### config.mk
export PLATFORM = sky130hd
export DESIGN_NAME = eaglesong_circulant_step
export DESIGN_NICKNAME = d
export VERILOG_FILES = /design/src/rtl/eaglesong_pkg.sv /design/src/rtl/eaglesong_coefficients.sv /design/src/rtl/eaglesong_circulant_step.sv
export SDC_FILE = /design/constraint.sdc
export NUM_CORES = 2
export LEC_CHECK = 0
export CAP_MARGIN = 20
export CORE_AREA = 2 2 401 403
export DETAILED_ROUTE_END_ITERATION = 8
export DIE_AREA = 0 0 403 405
export GPL_ROUTABILITY_DRIVEN = 0
export PLACE_DENSITY_LB_ADDON = 0.3
export REMOVE_ABC_BUFFERS = 1
export SETUP_SLACK_MARGIN = 0.05
export SKIP_CTS_REPAIR_TIMING = 1
export SYNTH_ARGS = -nofsm -noshare
export SYNTH_HDL_FRONTEND = slang
export SYNTH_HIERARCHICAL = 1
export SYNTH_SLANG_ARGS = --single-unit
### constraint.sdc
create_clock -name clk -period 7.82 [get_ports clk]
set_input_delay 1.173 -clock clk [delete_from_list [all_inputs] [get_ports clk]]
set_output_delay 1.173 -clock clk [all_outputs]
set_load 0.05 [all_outputs]
### src/rtl/eaglesong_pkg.sv
// Shared dimensions, state type, FSM encoding and rotate helper for the Eaglesong circulant stage.
package eaglesong_pkg;

    localparam int WORDS          = 16;
    localparam int WORD_W         = 32;
    localparam int COEFS_PER_WORD = 3;
    localparam int NUM_COEFS      = WORDS * COEFS_PER_WORD;
    localparam int COEF_IDX_W     = 7;
    localparam int COEF_W         = 5;
    localparam int WORD_IDX_W     = 4;
    localparam int K_W            = 2;

    typedef logic [WORDS-1:0][WORD_W-1:0] state_t;

    typedef enum logic [1:0] {
        IDLE = 2'd0,
        RUN  = 2'd1,
        DONE = 2'd2
    } fsm_e;

    // Rotate left; the upper half of the doubled word shifted by s is the rotated word.
    function automatic logic [WORD_W-1:0] rotl32(input logic [WORD_W-1:0] w,
                                                 input logic [COEF_W-1:0] s);
        logic [2*WORD_W-1:0] dbl;
        dbl = {w, w} << s;
        return dbl[2*WORD_W-1:WORD_W];
    endfunction

endpackage

### src/rtl/eaglesong_coefficients.sv
// Combinational lookup of the 48 Eaglesong circulant rotation amounts.
// Zero latency; out-of-range indices return 0 (identity rotate).
module eaglesong_coefficients
    import eaglesong_pkg::*;
(
    input  logic [COEF_IDX_W-1:0] idx_i,
    output logic [COEF_W-1:0]     coef_o
);

    always_comb begin
        coef_o = '0;
        case (idx_i)
            7'd0:  coef_o = 5'd0;
            7'd1:  coef_o = 5'd2;
            7'd2:  coef_o = 5'd4;
            7'd3:  coef_o = 5'd0;
            7'd4:  coef_o = 5'd13;
            7'd5:  coef_o = 5'd22;
            7'd6:  coef_o = 5'd0;
            7'd7:  coef_o = 5'd4;
            7'd8:  coef_o = 5'd19;
            7'd9:  coef_o = 5'd0;
            7'd10: coef_o = 5'd3;
            7'd11: coef_o = 5'd14;
            7'd12: coef_o = 5'd0;
            7'd13: coef_o = 5'd27;
            7'd14: coef_o = 5'd31;
            7'd15: coef_o = 5'd0;
            7'd16: coef_o = 5'd3;
            7'd17: coef_o = 5'd8;
            7'd18: coef_o = 5'd0;
            7'd19: coef_o = 5'd17;
            7'd20: coef_o = 5'd26;
            7'd21: coef_o = 5'd0;
            7'd22: coef_o = 5'd3;
            7'd23: coef_o = 5'd12;
            7'd24: coef_o = 5'd0;
            7'd25: coef_o = 5'd18;
            7'd26: coef_o = 5'd22;
            7'd27: coef_o = 5'd0;
            7'd28: coef_o = 5'd12;
            7'd29: coef_o = 5'd18;
            7'd30: coef_o = 5'd0;
            7'd31: coef_o = 5'd4;
            7'd32: coef_o = 5'd7;
            7'd33: coef_o = 5'd0;
            7'd34: coef_o = 5'd4;
            7'd35: coef_o = 5'd31;
            7'd36: coef_o = 5'd0;
            7'd37: coef_o = 5'd12;
            7'd38: coef_o = 5'd27;
            7'd39: coef_o = 5'd0;
            7'd40: coef_o = 5'd7;
            7'd41: coef_o = 5'd17;
            7'd42: coef_o = 5'd0;
            7'd43: coef_o = 5'd7;
            7'd44: coef_o = 5'd8;
            7'd45: coef_o = 5'd0;
            7'd46: coef_o = 5'd1;
            7'd47: coef_o = 5'd13;
            default: coef_o = '0;
        endcase
    end

endmodule

### src/rtl/eaglesong_circulant_step.sv
// Iterative circulant multiply: each word becomes the XOR of three rotations of itself.
// 48 cycles after acceptance; result held in DONE until out_ready, no input queuing.
module eaglesong_circulant_step
    import eaglesong_pkg::*;
(
    input  logic                    clk,
    input  logic                    rst,
    input  logic                    in_valid,
    output logic                    in_ready,
    input  logic [WORDS*WORD_W-1:0] in_state,
    output logic                    out_valid,
    input  logic                    out_ready,
    output logic [WORDS*WORD_W-1:0] out_state,
    output logic                    busy
);

    fsm_e                  fsm_q, fsm_d;
    state_t                state_q, state_d;
    logic [WORD_IDX_W-1:0] j_q, j_d;
    logic [K_W-1:0]        k_q, k_d;
    logic [WORD_W-1:0]     acc_q, acc_d;

    logic [COEF_IDX_W-1:0] coef_idx;
    logic [COEF_W-1:0]     coef;
    logic [WORD_W-1:0]     word_sel;
    logic [WORD_W-1:0]     term;

    // coef_idx = 3*j + k, built from shifts so it stays within 7 bits.
    assign coef_idx = ({3'b000, j_q} << 1) + {3'b000, j_q} + {5'b00000, k_q};

    eaglesong_coefficients u_coefs (
        .idx_i  (coef_idx),
        .coef_o (coef)
    );

    assign word_sel = state_q[j_q];
    assign term     = rotl32(word_sel, coef);

    always_comb begin
        fsm_d   = fsm_q;
        state_d = state_q;
        j_d     = j_q;
        k_d     = k_q;
        acc_d   = acc_q;
        case (fsm_q)
            IDLE: begin
                if (in_valid) begin
                    fsm_d   = RUN;
                    state_d = in_state;
                    j_d     = '0;
                    k_d     = '0;
                    acc_d   = '0;
                end
            end
            RUN: begin
                if (k_q == K_W'(COEFS_PER_WORD - 1)) begin
                    // Word j depends only on itself, so writing back in place is safe.
                    state_d[j_q] = acc_q ^ term;
                    acc_d        = '0;
                    k_d          = '0;
                    j_d          = j_q + 1'b1;
                    if (j_q == WORD_IDX_W'(WORDS - 1)) begin
                        fsm_d = DONE;
                    end
                end else begin
                    acc_d = acc_q ^ term;
                    k_d   = k_q + 1'b1;
                end
            end
            DONE: begin
                if (out_ready) begin
                    fsm_d = IDLE;
                end
            end
            default: fsm_d = IDLE;
        endcase
    end

    always_ff @(posedge clk) begin
        if (rst) begin
            fsm_q   <= IDLE;
            state_q <= '0;
            j_q     <= '0;
            k_q     <= '0;
            acc_q   <= '0;
        end else begin
            fsm_q   <= fsm_d;
            state_q <= state_d;
            j_q     <= j_d;
            k_q     <= k_d;
            acc_q   <= acc_d;
        end
    end

    assign in_ready  = (fsm_q == IDLE);
    assign busy      = (fsm_q == RUN);
    assign out_valid = (fsm_q == DONE);
    assign out_state = state_q;

endmodule

---- Word level (Yosys, flattened, before mapping) ----
Memory sizes are Yosys's and may differ from the RTL's.
Cells that the tools add are included.
word-level totals
  register bits after elaboration ......... 552
  memory bits (read-only) ................. 320
  input port bits ......................... 516
  output and inout port bits .............. 515
  word-level logic and storage cells ...... 66
  memories ................................ 1
memory list
  memory           depth  width  rd ports  clocked after memory_dff  write ports  line                          source
  (no name shown)  64     5      1         0                         0            eaglesong_coefficients.sv:12  case (idx_i)
operators by class
  add/subtract/negate cells ............... 4
  order comparisons ....................... 2
  equal/unequal tests ..................... 8
  shift-type cells ........................ 1
  mux-type cells .......................... 23
  bitwise gates (word level) .............. 1
  reductions and logical operators ........ 6
operators by type and width
  cell                                                                   count
  512-bit 2-to-1 mux                                                     2
  512-bit one-hot mux with 2 select lines                                1
  512-bit bitwise mux                                                    1
  32-bit binary-select mux with 4-bit select                             1
  32-bit demux with 4-bit select                                         1
  32-bit 2-to-1 mux                                                      4
  32-bit one-hot mux with 2 select lines                                 1
  64-bit by 5-bit left shift with 64-bit output                          1
  32-bit XOR                                                             1
  2-bit 2-to-1 mux                                                       6
  4-bit 2-to-1 mux                                                       2
  4-bit one-hot mux with 2 select lines                                  1
  6-bit by 2-bit adder with 7-bit output                                 1
  5-bit by 4-bit adder with 6-bit output                                 1
  2-bit by 1-bit != test with 1-bit output, second input constant        3
  2-bit one-hot mux with 3 select lines                                  1
  4-bit by 5-bit < comparator with 1-bit output, second input constant   1
  5-bit 2-to-1 mux                                                       1
  4-bit by 1-bit adder with 4-bit output, second input constant          1
  2-bit equality test, second input constant                             2
  4-bit equality test, second input constant                             1
  4-bit by 1-bit >= comparator with 1-bit output, second input constant  1
  2-bit one-hot mux with 2 select lines                                  1
  4-bit AND reduction                                                    1
  8 further kinds                                                        8

---- Logic depth before layout (Yosys ltp) ----
An unclocked memory read counts as a cell.
  depth after elaboration ................. 9
  gate-level depth with buffers ........... 27

---- Modules after synthesis ----
The synthesis kept the hierarchy.
modules (own cells, without submodules)
  module                    instances  cells each  area an instance (um^2)
  eaglesong_circulant_step  1          4500        35627.9
  eaglesong_coefficients    1          80          515.5

---- Worst setup path after synthesis ----
OpenSTA, ideal clock, no wires.
  path kind ............................... register to register
  start point ............................. reg j_q[3]
  end point ............................... reg state_q, in the netlist out_state[117]
  library setup time ...................... 121 ps
  arrival time ............................ 5632 ps
  required time ........................... 7699 ps
  slack ................................... 2067 ps
  stages on the path, launching flop included .. 23
  buffers on the path ..................... 9
  period minus slack after synthesis ...... 5753 ps
  cells stage by stage .................... dfxtp_1 -> buf_2 -> inv_1 -> buf_2 -> buf_2 -> buf_1 -> ha_1 -> ha_1 -> xnor2_1 -> buf_4 -> mux2i_1 -> nor2_1 -> a311oi_1 -> a211o_1 -> clkbuf_1 -> clkbuf_1 -> clkbuf_1 -> mux4_2 -> a22oi_1 -> a211oi_1 -> nor4_2 -> buf_4 -> a21oi_1
between the ends
  longest elaborated chain between the ends .. 9
  elaborated cells on any way between the ends .. 16
  those cells by class .................... add/sub: 2; order compare: 2; shift: 1; mux: 8; bitwise: 1; reduce/logical: 1; memory: 1
ends and longest elaborated chain
  item                                           line                            source
  start: declaration                             eaglesong_circulant_step.sv:19  logic [WORD_IDX_W-1:0] j_q, j_d;
  start signal: assignment                       eaglesong_circulant_step.sv:89  j_q <= j_d;
  5-bit by 4-bit adder with 6-bit output         eaglesong_circulant_step.sv:29  assign coef_idx = ({3'b000, j_q} << 1) + {3'b000, j_q} + {5'b00000, k_q};
  6-bit by 2-bit adder with 7-bit output         eaglesong_circulant_step.sv:29
  via coef_idx[3]                                eaglesong_circulant_step.sv:23  logic [COEF_IDX_W-1:0] coef_idx;
  memory read 64 x 5 bit                         -
  5-bit 2-to-1 mux                               eaglesong_coefficients.sv:12
  via coef[2]                                    eaglesong_circulant_step.sv:24  logic [COEF_W-1:0] coef;
  64-bit by 5-bit left shift with 64-bit output  eaglesong_pkg.sv:25             dbl = {w, w} << s;
  32-bit XOR                                     eaglesong_circulant_step.sv:58  state_d[j_q] = acc_q ^ term;
  512-bit bitwise mux                            eaglesong_circulant_step.sv:58
  512-bit 2-to-1 mux                             eaglesong_circulant_step.sv:56  if (k_q == K_W'(COEFS_PER_WORD - 1)) begin
  512-bit one-hot mux with 2 select lines        eaglesong_circulant_step.sv:45  case (fsm_q)
  end signal: assignment                         eaglesong_circulant_step.sv:88  state_q <= state_d;
  end: declaration                               eaglesong_circulant_step.sv:18  state_t state_q, state_d;
The timed path passes the listed nets, and every way through them passes these cells. The select of a mux whose other input is x is not followed.
A chain may end at the register's enable or synchronous reset.

---- Final worst setup path ----
  start point ............................. reg j_q[1]
  end point ............................... reg state_q, in the netlist out_state[511]
The elaborated chain is that of the path after synthesis.

==> impl_metrics.env <==
export IMPL_status="finished, violations left"
export IMPL_violations="DRC"
export IMPL_crit_slowest_cell="nor4_4"
export IMPL_cts_sinks=552
export IMPL_fmax_ghz=0.140
export IMPL_numCtsBuffers=76
export IMPL_syn_avg_cell_area_sq_um=7.89
export IMPL_synthSimpleGateAreaFrac=0.170
export IMPL_cts_tree="yes"
export IMPL_crit_fanout=27
export IMPL_grt_usage=0.329
export IMPL_drc=5
export IMPL_portBuffers=1030
export IMPL_synth_fa_ha_area_frac=0.00838
export IMPL_hold_viol=0
export IMPL_die_height_microns=405
export IMPL_ios=1031
export IMPL_fin_nets=5873
export IMPL_grt_pass1_vias=43094
export IMPL_antenna_found_initial=39
export IMPL_vdd_drop_max_uv=143
export IMPL_grt_max_degree=95
export IMPL_power_density_mw_per_mm2=223
export IMPL_rsz0062_at_grt="false"
export IMPL_crit_cells=17
export IMPL_yosysUniqueCellTypes=113
export IMPL_initial_utilization=0.227
export IMPL_start_kind="flop"
export IMPL_maxSlewViolCount=0
export IMPL_synth_mux_area_frac=0.0874
export IMPL_synth_seq_cells=552
export IMPL_yosysWarnings=6
export IMPL_drtPass1Iterations=9
export IMPL_critPathMaxStageDelay_ns=0.86
export IMPL_hp_class="flop to flop"
export IMPL_crit_chain="fa_1, ha_1, inv_1, fa_1, inv_1, a21oi_1, a31oi_1, nor4bb_1, a211o_2, nand2_1, nor3_1, nor4_1, a22oi_1, a2111oi_0, nor4_4, nand3_1, a2111oi_0"
export IMPL_crit_family="simple AND/OR/NAND/NOR gates"
export IMPL_vias=46336
export IMPL_die_area_sq_mm=0.163
export IMPL_layout_commonest_cell="clkdlybuf4s50_1"
export IMPL_path_buf_inv=2
export IMPL_required_ns=8.36
export IMPL_dp_hpwl_mm=199
export IMPL_crit_type="flop to flop"
export IMPL_synth_compound_area_share=0.361
export IMPL_synthArstFlopShare=0
export IMPL_synthFlopType="dfxtp_1"
export IMPL_setup_viol=0
export IMPL_power_leakage_uw=0.0177
export IMPL_drt_iter0_drc=5814
export IMPL_fin_util=0.322
export IMPL_synth_top_family_by_area="compound AO/OA/AOI/OAI gates"
export IMPL_fillers=16885
export IMPL_viasPerCell=6.18
export IMPL_routed_wl_mm=283
export IMPL_worstPathArrival_ns=7.71
export IMPL_clock_latency_ns=0.70
export IMPL_drive_above_1_share=0.0953
export IMPL_syn_instance_count=4580
export IMPL_grt_pass1_wl_mm=372
export IMPL_root_buffer="clkbuf_16"
export IMPL_synth_xor_area_share=0.00215
export IMPL_dp_slack_ns=0.960
export IMPL_path_clk_slew_ns=0.07
export IMPL_core_sq_mm=0.159
export IMPL_overflow=0
export IMPL_row_count=147
export IMPL_final_min_clock_period_ns=7.17
export IMPL_maxSlewHeadroom=0.130
export IMPL_skew_ns=0.0488
export IMPL_synth_edff_count=0
export IMPL_finalWorstSetupSlack_ns=0.652
export IMPL_layout_area_overhead_vs_synth_pct=41.9
export IMPL_fin_crit_sh=0.917
export IMPL_clock_path_buffers=3
export IMPL_ff2ff_path_depth=17
export IMPL_die_w_microns=403
export IMPL_wl_per_cell_microns=37.8
export IMPL_min_path_cells=1
export IMPL_final_cell_mix="clkdlybuf4s50_1 (1,029), a21oi_1 (829), nor2_1 (641)"
export IMPL_htreeDepth=3
export IMPL_netlist_area_sq_mm=0.0361
export IMPL_yosysSeqAreaShare=0.306
export IMPL_worst_pin_slew_ns=1.29
export IMPL_ant_nets=0
export IMPL_endpoint_kind="flop"
export IMPL_max_cap_viol_count=0
synth_stat cells (all sizes together) (43+ instances only):
cell / n / area (sq um)
dfxtp: 552 / 11100
nand3: 91 / 455
a211oi: 188 / 1460
nand2: 135 / 507
mux2i: 149 / 1490
nor3: 93 / 475
o21ai: 72 / 364
a211o: 315 / 2760
nand4: 147 / 935
a2111oi: 50 / 493
a21oi: 846 / 4230
buf: 135 / 853
a22oi: 43 / 338
mux2: 47 / 529
mux4: 50 / 1140
nor2: 645 / 2420
o31ai: 50 / 389
clkbuf: 366 / 1380
power by group:
group          total, uW  internal [uW]  switching [uW]
Sequential          3420           3100             318
Combinational       4210           1300            2910
Clock               3790           2210            1580
final cells by class:
| type | count | area (sq um) | share of cell area |
|---|---|---|---|
| clock inverters | 34 | 427 | 0.00832 |
| well taps | 2086 | 2610 | 0.0509 |
| repair buffers | 1172 | 11500 | 0.224 |
| inverters | 37 | 141 | 0.00276 |
| diodes | 16 | 40.0 | 0.000781 |
| clock buffers | 101 | 2160 | 0.0421 |
| multi-input cells | 3495 | 23400 | 0.456 |
| flip-flops and latches | 552 | 11100 | 0.216 |
flip-flops by register name, summed over array words and instances, names as in the netlist:
signal     flops
out_state    512
acc_q         32
j_q            4
fsm_q          2
k_q            2
path summary, 6_finish.rpt:
path | startpoint | slack [ns] | to
max | j_q[1] | 0.65 | out_state[511]
min reg2reg | acc_q[24] | 0.49 | acc_q[24]
min | acc_q[24] | 0.49 | acc_q[24]
max reg2reg | j_q[1] | 0.65 | out_state[511]
cells by family (layout without fill, tap and decap cells):
kind of cell | Yosys count | in the layout
AOI/OAI and AO/OA | 1919 | 1919
xor gates and xnor gates | 8 | 8
DFF | 552 | 552
and+or+nand+nor | 1293 | 1293
buffers and inverters | 538 | 1344
other | 1 | 22
adders and majority gates | 23 | 23
muxes | 246 | 246
through the flow:
| stage | power [uW] | hold slack [ns] | cell area [sq um] | setup TNS, ns | cells |
|---|---|---|---|---|---|
| after floorplan | 5540 | 0.448 | 33900 | -5968.97 | 4084 |
| after global placement | 7560 | 0.468 | 48600 | 0 | 7335 |
| after detailed placement | 7590 | 0.478 | 48600 | 0 | 7339 |
| after CTS | 11400 | 0.488 | 51200 | 0 | 7474 |
| after global routing | 11700 | 0.526 | 51300 | 0 | 7486 |
| final | 11400 | 0.486 | 51300 | 0 | 7493 |
per-layer routing:
layer / wire length (microns) / global-route usage / up-vias / part of all wire
met5: 186 / 0 / - / 0.00066
met4: 21000 / 0.207 / 26 / 0.074
met3: 28300 / 0.0851 / 953 / 0.10
met2: 126000 / 0.521 / 3454 / 0.45
met1: 107000 / 0.395 / 22868 / 0.38
li1: - / - / 19035 / -
No activity file was read; power rests on OpenSTA's default activity.
